==> src/rtl/ts_packet_fifo.sv <==
// ts_packet_fifo: store-and-forward FIFO for fixed-length TS packets.
// Words become readable only after their whole packet has been committed.
module ts_packet_fifo #(
  parameter int DATA_WIDTH = 8,
  parameter int ADDR_WIDTH = 9,
  parameter int PKT_LEN = 188,
  parameter logic [DATA_WIDTH-1:0] SYNC_WORD = 8'h47
) (
  input  logic                  clk,
  input  logic                  rst_n,
  input  logic [DATA_WIDTH-1:0] in_data,
  input  logic                  in_valid,
  input  logic                  in_sop,
  output logic [DATA_WIDTH-1:0] out_data,
  output logic                  out_valid,
  input  logic                  out_ready,
  output logic                  out_sop,
  output logic                  out_eop,
  output logic [ADDR_WIDTH:0]   pkt_count,
  output logic                  drop_pulse
);

  localparam int DEPTH = 1 << ADDR_WIDTH;
  localparam int PW = ADDR_WIDTH + 1;
  localparam int CW = $clog2(PKT_LEN + 1);

  typedef enum logic [1:0] {
    W_IDLE,
    W_PKT,
    W_DROP
  } wst_t;

  logic [DATA_WIDTH-1:0] r_mem [DEPTH];
  logic [PW-1:0]         r_wr_ptr;
  logic [PW-1:0]         r_wr_commit;
  logic [PW-1:0]         r_rd_ptr;
  logic [PW-1:0]         r_pkt_cnt;
  logic [CW-1:0]         r_wcnt;
  logic [CW-1:0]         r_rcnt;
  wst_t                  r_wst;
  logic                  r_drop;
  logic                  r_ov;
  logic [DATA_WIDTH-1:0] r_odata;

  logic          w_start;
  logic          w_good;
  logic [PW-1:0] w_base;
  logic [PW-1:0] w_occ;
  logic          w_full;
  logic [CW-1:0] w_idx;
  logic          w_last;
  logic          w_pkt_word;
  logic          w_we;
  logic          w_commit;
  logic          w_xfer;
  logic          w_eop_x;
  logic [PW-1:0] w_fetch;
  logic          w_avail;
  logic          w_load;

  // A sop always restarts at the commit point, discarding any partial packet.
  assign w_start    = in_valid & in_sop;
  assign w_good     = w_start & (in_data == SYNC_WORD);
  assign w_base     = w_start ? r_wr_commit : r_wr_ptr;
  // rd_ptr is the head word not yet transferred, so it still occupies a slot.
  assign w_occ      = w_base - r_rd_ptr;
  assign w_full     = (w_occ == PW'(DEPTH));
  assign w_idx      = w_start ? '0 : r_wcnt;
  assign w_last     = (w_idx == CW'(PKT_LEN - 1));
  assign w_pkt_word = in_valid & (r_wst == W_PKT);
  assign w_we       = !w_full & (w_start ? w_good : w_pkt_word);
  assign w_commit   = w_we & w_last;

  assign w_xfer  = r_ov & out_ready;
  assign w_eop_x = w_xfer & (r_rcnt == CW'(PKT_LEN - 1));
  assign w_fetch = r_rd_ptr + PW'(w_xfer);
  assign w_avail = (w_fetch != r_wr_commit);
  assign w_load  = !r_ov | w_xfer;

  // Packet storage; only uncommitted slots are ever written.
  always_ff @(posedge clk) begin
    if (w_we) begin
      r_mem[w_base[ADDR_WIDTH-1:0]] <= in_data;
    end
  end

  // Write FSM: speculative write pointer, commit on the last word.
  always_ff @(posedge clk or negedge rst_n) begin
    if (!rst_n) begin
      r_wst       <= W_IDLE;
      r_wr_ptr    <= '0;
      r_wr_commit <= '0;
      r_wcnt      <= '0;
      r_drop      <= 1'b0;
    end else begin
      r_drop <= 1'b0;
      if (w_we) begin
        r_drop   <= w_start & (r_wst == W_PKT);
        r_wr_ptr <= w_base + 1'b1;
        if (w_last) begin
          r_wr_commit <= w_base + 1'b1;
          r_wcnt      <= '0;
          r_wst       <= W_IDLE;
        end else begin
          r_wcnt <= w_idx + 1'b1;
          r_wst  <= W_PKT;
        end
      end else if (w_start | w_pkt_word) begin
        r_drop   <= 1'b1;
        r_wr_ptr <= r_wr_commit;
        r_wcnt   <= '0;
        r_wst    <= W_DROP;
      end
    end
  end

  // Registered FWFT head, read position and committed packet count.
  always_ff @(posedge clk or negedge rst_n) begin
    if (!rst_n) begin
      r_rd_ptr  <= '0;
      r_ov      <= 1'b0;
      r_odata   <= '0;
      r_rcnt    <= '0;
      r_pkt_cnt <= '0;
    end else begin
      r_rd_ptr  <= w_fetch;
      r_pkt_cnt <= r_pkt_cnt + PW'(w_commit) - PW'(w_eop_x);
      if (w_xfer) begin
        r_rcnt <= w_eop_x ? '0 : r_rcnt + 1'b1;
      end
      if (w_load) begin
        r_ov <= w_avail;
        if (w_avail) begin
          r_odata <= r_mem[w_fetch[ADDR_WIDTH-1:0]];
        end
      end
    end
  end

  assign out_data   = r_odata;
  assign out_valid  = r_ov;
  assign out_sop    = r_ov & (r_rcnt == '0);
  assign out_eop    = r_ov & (r_rcnt == CW'(PKT_LEN - 1));
  assign pkt_count  = r_pkt_cnt;
  assign drop_pulse = r_drop;

endmodule

==> config.mk <==
export PLATFORM = sky130hd
export DESIGN_NAME = ts_packet_fifo
export DESIGN_NICKNAME = d
export VERILOG_FILES = /design/src/rtl/ts_packet_fifo.sv
export SDC_FILE = /design/constraint.sdc
export NUM_CORES = 2
export LEC_CHECK = 0
export CAP_MARGIN = 25
export CORE_ASPECT_RATIO = 1.4
export CORE_UTILIZATION = 30
export DETAILED_ROUTE_END_ITERATION = 10
export GPL_ROUTABILITY_DRIVEN = 0
export GPL_TIMING_DRIVEN = 1
export SLEW_MARGIN = 5
export SYNTH_ARGS = -nofsm -noshare
export SYNTH_HDL_FRONTEND = slang
export SYNTH_SLANG_ARGS = --single-unit
==> constraint.sdc <==
create_clock -name clk -period 14.6 [get_ports clk]
set_input_delay 2.19 -clock clk [delete_from_list [all_inputs] [get_ports clk]]
set_output_delay 2.19 -clock clk [all_outputs]
set_load 0.01 [all_outputs]
==> run summary <==
Final setup vio count = 0
CTS sink count = 4164
Ports = 35
Syn Area/Cell = 22.2 um^2
Status = complete, no violations
Crit Path Class = primary input to register
Critical path startpoint = in_valid
Worst min path class = register to register
R2R Setup Slk = 7.96 ns
RR Endpoint = out_data[6]$_DFFE_PN0P_
Routed wire per std cell = 28.9 um
Finished Cell Area = 0.183 mm^2
Mapped Cells = 7306
Worst Hold Slack = 0.511 ns
Worst-path maximum fanout = 22
Ys Warns = 0
RR Startpoint = out_valid$_DFFE_PN0N_
Crit end category = register
# port buffers = 34
FF-to-FF path depth = 14
Max frequency = 117 MHz
Vias in the first global route = 79530
Antenna-violating nets left = 0
Setup bufs post-CTS = 0
CTS Buffer Depth = 4
Min Tclk post-route = 8.54 ns
Multi-input combinational cell area = 0.0357 mm^2
#FFs+latches synth = 4164
Layout filler cell count = 49556
CTS root buf = clkbuf_16
H-tree depth = 5
Setup TNS = 0 ns
Initial Util = 30.1%
Final slew viol count = 0
First-pass GRT wire length = 609000 um
Sequential share of the synthesized area = 76.9%
Period utilisation layout = 58.5%
Worst skew pair latency = 0.97 ns
Endpoints failing hold = 0
Drt via density = 5.11
Via count = 75627
Storage element area = 0.125 mm^2
Slew HR = 14.0%
DRC violations left = 0
Rows = 319
Post-layout util = 34.0%
EDFF count, synth = 4096
Initial antenna violation count = 16
Inserted Clock Buffers = 356
Hold-fix buffers, CTS = 0
Design Power = 34200 uW
WP data arrival = 9.10 ns
Syn-to-layout area delta = 12.9%
CTS tree = built
GR Util All Layers = 15.4%
Worst-margin pin slew = 1.29 ns
Max-Cap Viols = 0
Clk slew on worst S/H paths = 0.07 ns
Post-CTS Resized = 0
Element type at the critical path start = primary input
Core Region = 0.539 mm^2
Starting DRT DRC Count = 8075
Congestion Overflow GR = 0
Post-layout nets = 7493
First-pass iteration count of the detailed router = 5
Synth Cell Area = 0.162 mm^2
Critical Path RT = 15.16 ns
Die H = 872 um
Worst Skew = 0.0500 ns
RSZ-0062 raised after global routing = false
Die area = 0.544 mm^2
Area after DPL = 0.172 mm^2
Pleak = 0.0551 uW
Library cells used by synthesis = 69
Syn nets = 7348
Maximum VDD drop = 244 uV
Pwr Density = 187 mW/mm^2
Post-DP HPWL = 268000 um
CP endpoint = r_mem[258][0]$_DFFE_PP_
Fraction of layout cells with a size suffix above 1 = 25.5%
Total routed wirelength = 428000 um
Chip width = 623 um
Async S/R FF share, synth = 1.63%
Largest net degree at the start of global routing = 193
Main synth FF type = edfxtp_1
==> state kept, by name, summed over array words and instances (netlist names) <==
| register | count |
|---|---|
| r_wst | 2 |
| r_wcnt | 8 |
| pkt_count | 10 |
| r_rd_ptr | 10 |
| r_wr_ptr | 10 |
| r_wr_commit | 10 |
| r_mem | 4096 |
| drop_pulse | 1 |
| r_rcnt | 8 |
| out_data | 8 |
| out_valid | 1 |
==> stage by stage <==
step | setup WS [ns] | cells
floorplan | 7.20 | 7306
global placement | 5.10 | 14133
detailed placement | 5.20 | 14151
CTS | 6.19 | 14793
global route | 5.77 | 14806
finish | 6.06 | 14812
==> critical path: stages <==
cell             delay [ns]
clkdlybuf4s50_1        0.53
nand2_1                0.54
mux2i_1                0.82
inv_1                  0.24
ha_1                   0.39
a21oi_1                0.19
o21ai_0                0.14
a21oi_1                0.17
a21oi_1                0.10
o211ai_1               0.34
a2111oi_4              0.13
buf_4                  0.22
nor2_4                 0.80
nand3_4                0.94
buf_4                  0.64
nor2_1                 0.62
==> logic make-up after synthesis <==
group,Yosys count,synth area share [%]
AOI/OAI and AO/OA,313,1.31
xor gates and xnor gates,43,0.237
buffers and inverters,474,1.30
muxes,1336,17.6
adders and majority gates,29,0.228
and+or+nand+nor,947,2.49
DFF,4164,76.9
==> area by class of cell <==
type | instances | area share [%]
repair buffers | 213 | 1.19
diodes | 15 | 0.0205
inverters | 48 | 0.103
clock buffers | 414 | 5.05
multi-input cells | 2668 | 19.5
clock inverters | 228 | 1.22
well taps | 7062 | 4.82
flip-flops and latches | 4164 | 68.1
==> Yosys cell counts (all sizes together), types with 7 or more instances <==
cell type	number	area, um^2
mux4	1207	27200
a21oi	57	285
nand4	32	200
xnor2	30	270
nor3	33	165
mux2i	127	1270
a22oi	28	210
nand3	82	460
a311oi	9	78.8
a211o	7	61.3
a21o	9	67.6
buf	248	1260
a22o	17	149
xor2	13	114
nor4	17	106
o21ai	55	275
and2	20	125
clkbuf	178	668
o22ai	48	300
inv	46	173
o21a	9	67.6
and3	14	87.6
nand2	167	627
edfxtp	4096	123000
nor2	557	2090
a211oi	20	150
ha	28	350
dfrtp	68	1700
o31ai	10	75.1
==> where the power goes <==
| part | internal [uW] | total [uW] | switching (uW) |
|---|---|---|---|
| clock | 5200 | 9540 | 4340 |
| combinational | 4960 | 11400 | 6470 |
| sequential | 13200 | 13300 | 77.3 |
==> worst min-delay path by stage <==
stage,endpoint,cells after the start,slack (ns),start
2_1_floorplan,r_wcnt[7]$_DFFE_PN0P_,1,0.45,r_wcnt[7]$_DFFE_PN0P_
3_3_place_gp,r_wcnt[7]$_DFFE_PN0P_,1,0.47,r_wcnt[7]$_DFFE_PN0P_
3_5_place_dp,r_wcnt[7]$_DFFE_PN0P_,1,0.49,r_wcnt[7]$_DFFE_PN0P_
4_1_cts,r_wcnt[7]$_DFFE_PN0P_,1,0.50,r_wcnt[7]$_DFFE_PN0P_
5_1_grt,r_wcnt[7]$_DFFE_PN0P_,1,0.51,r_wcnt[7]$_DFFE_PN0P_
6_report,r_wcnt[7]$_DFFE_PN0P_,1,0.51,r_wcnt[7]$_DFFE_PN0P_
==> cell usage in the layout, fill, tap and decap left out, drive strengths merged, types with 15 or more instances in the layout <==
| master | Yosys | routed |
|---|---|---|
| edfxtp | 4096 | 4096 |
| mux4 | 1207 | 1207 |
| nor2 | 557 | 557 |
| clkbuf | 178 | 416 |
| buf | 248 | 186 |
| nand2 | 167 | 167 |
| clkinv | 2 | 149 |
| mux2i | 127 | 127 |
| nand3 | 82 | 82 |
| dfrtp | 68 | 68 |
| inv | 46 | 61 |
| a21oi | 57 | 57 |
| o21ai | 55 | 55 |
| o22ai | 48 | 48 |
| bufinv | 0 | 35 |
| nor3 | 33 | 33 |
| nand4 | 32 | 32 |
| clkinvlp | 0 | 31 |
| xnor2 | 30 | 30 |
| a22oi | 28 | 28 |
| ha | 28 | 28 |
| clkdlybuf4s50 | 0 | 25 |
| a211oi | 20 | 20 |
| and2 | 20 | 20 |
| a22o | 17 | 17 |
| nor4 | 17 | 17 |
| diode | 0 | 15 |
==> per-layer routing <==
metal / part of all wire, % / track usage, % / vias up
met4: 5.5 / 7.50 / 6
met5: 0.0079 / 0 / -
met3: 5.5 / 1.92 / 683
met1: 36 / 17.9 / 40939
li1: - / - / 30943
met2: 53 / 28.1 / 3056
Note: power is estimated with default switching activity, not from simulation.
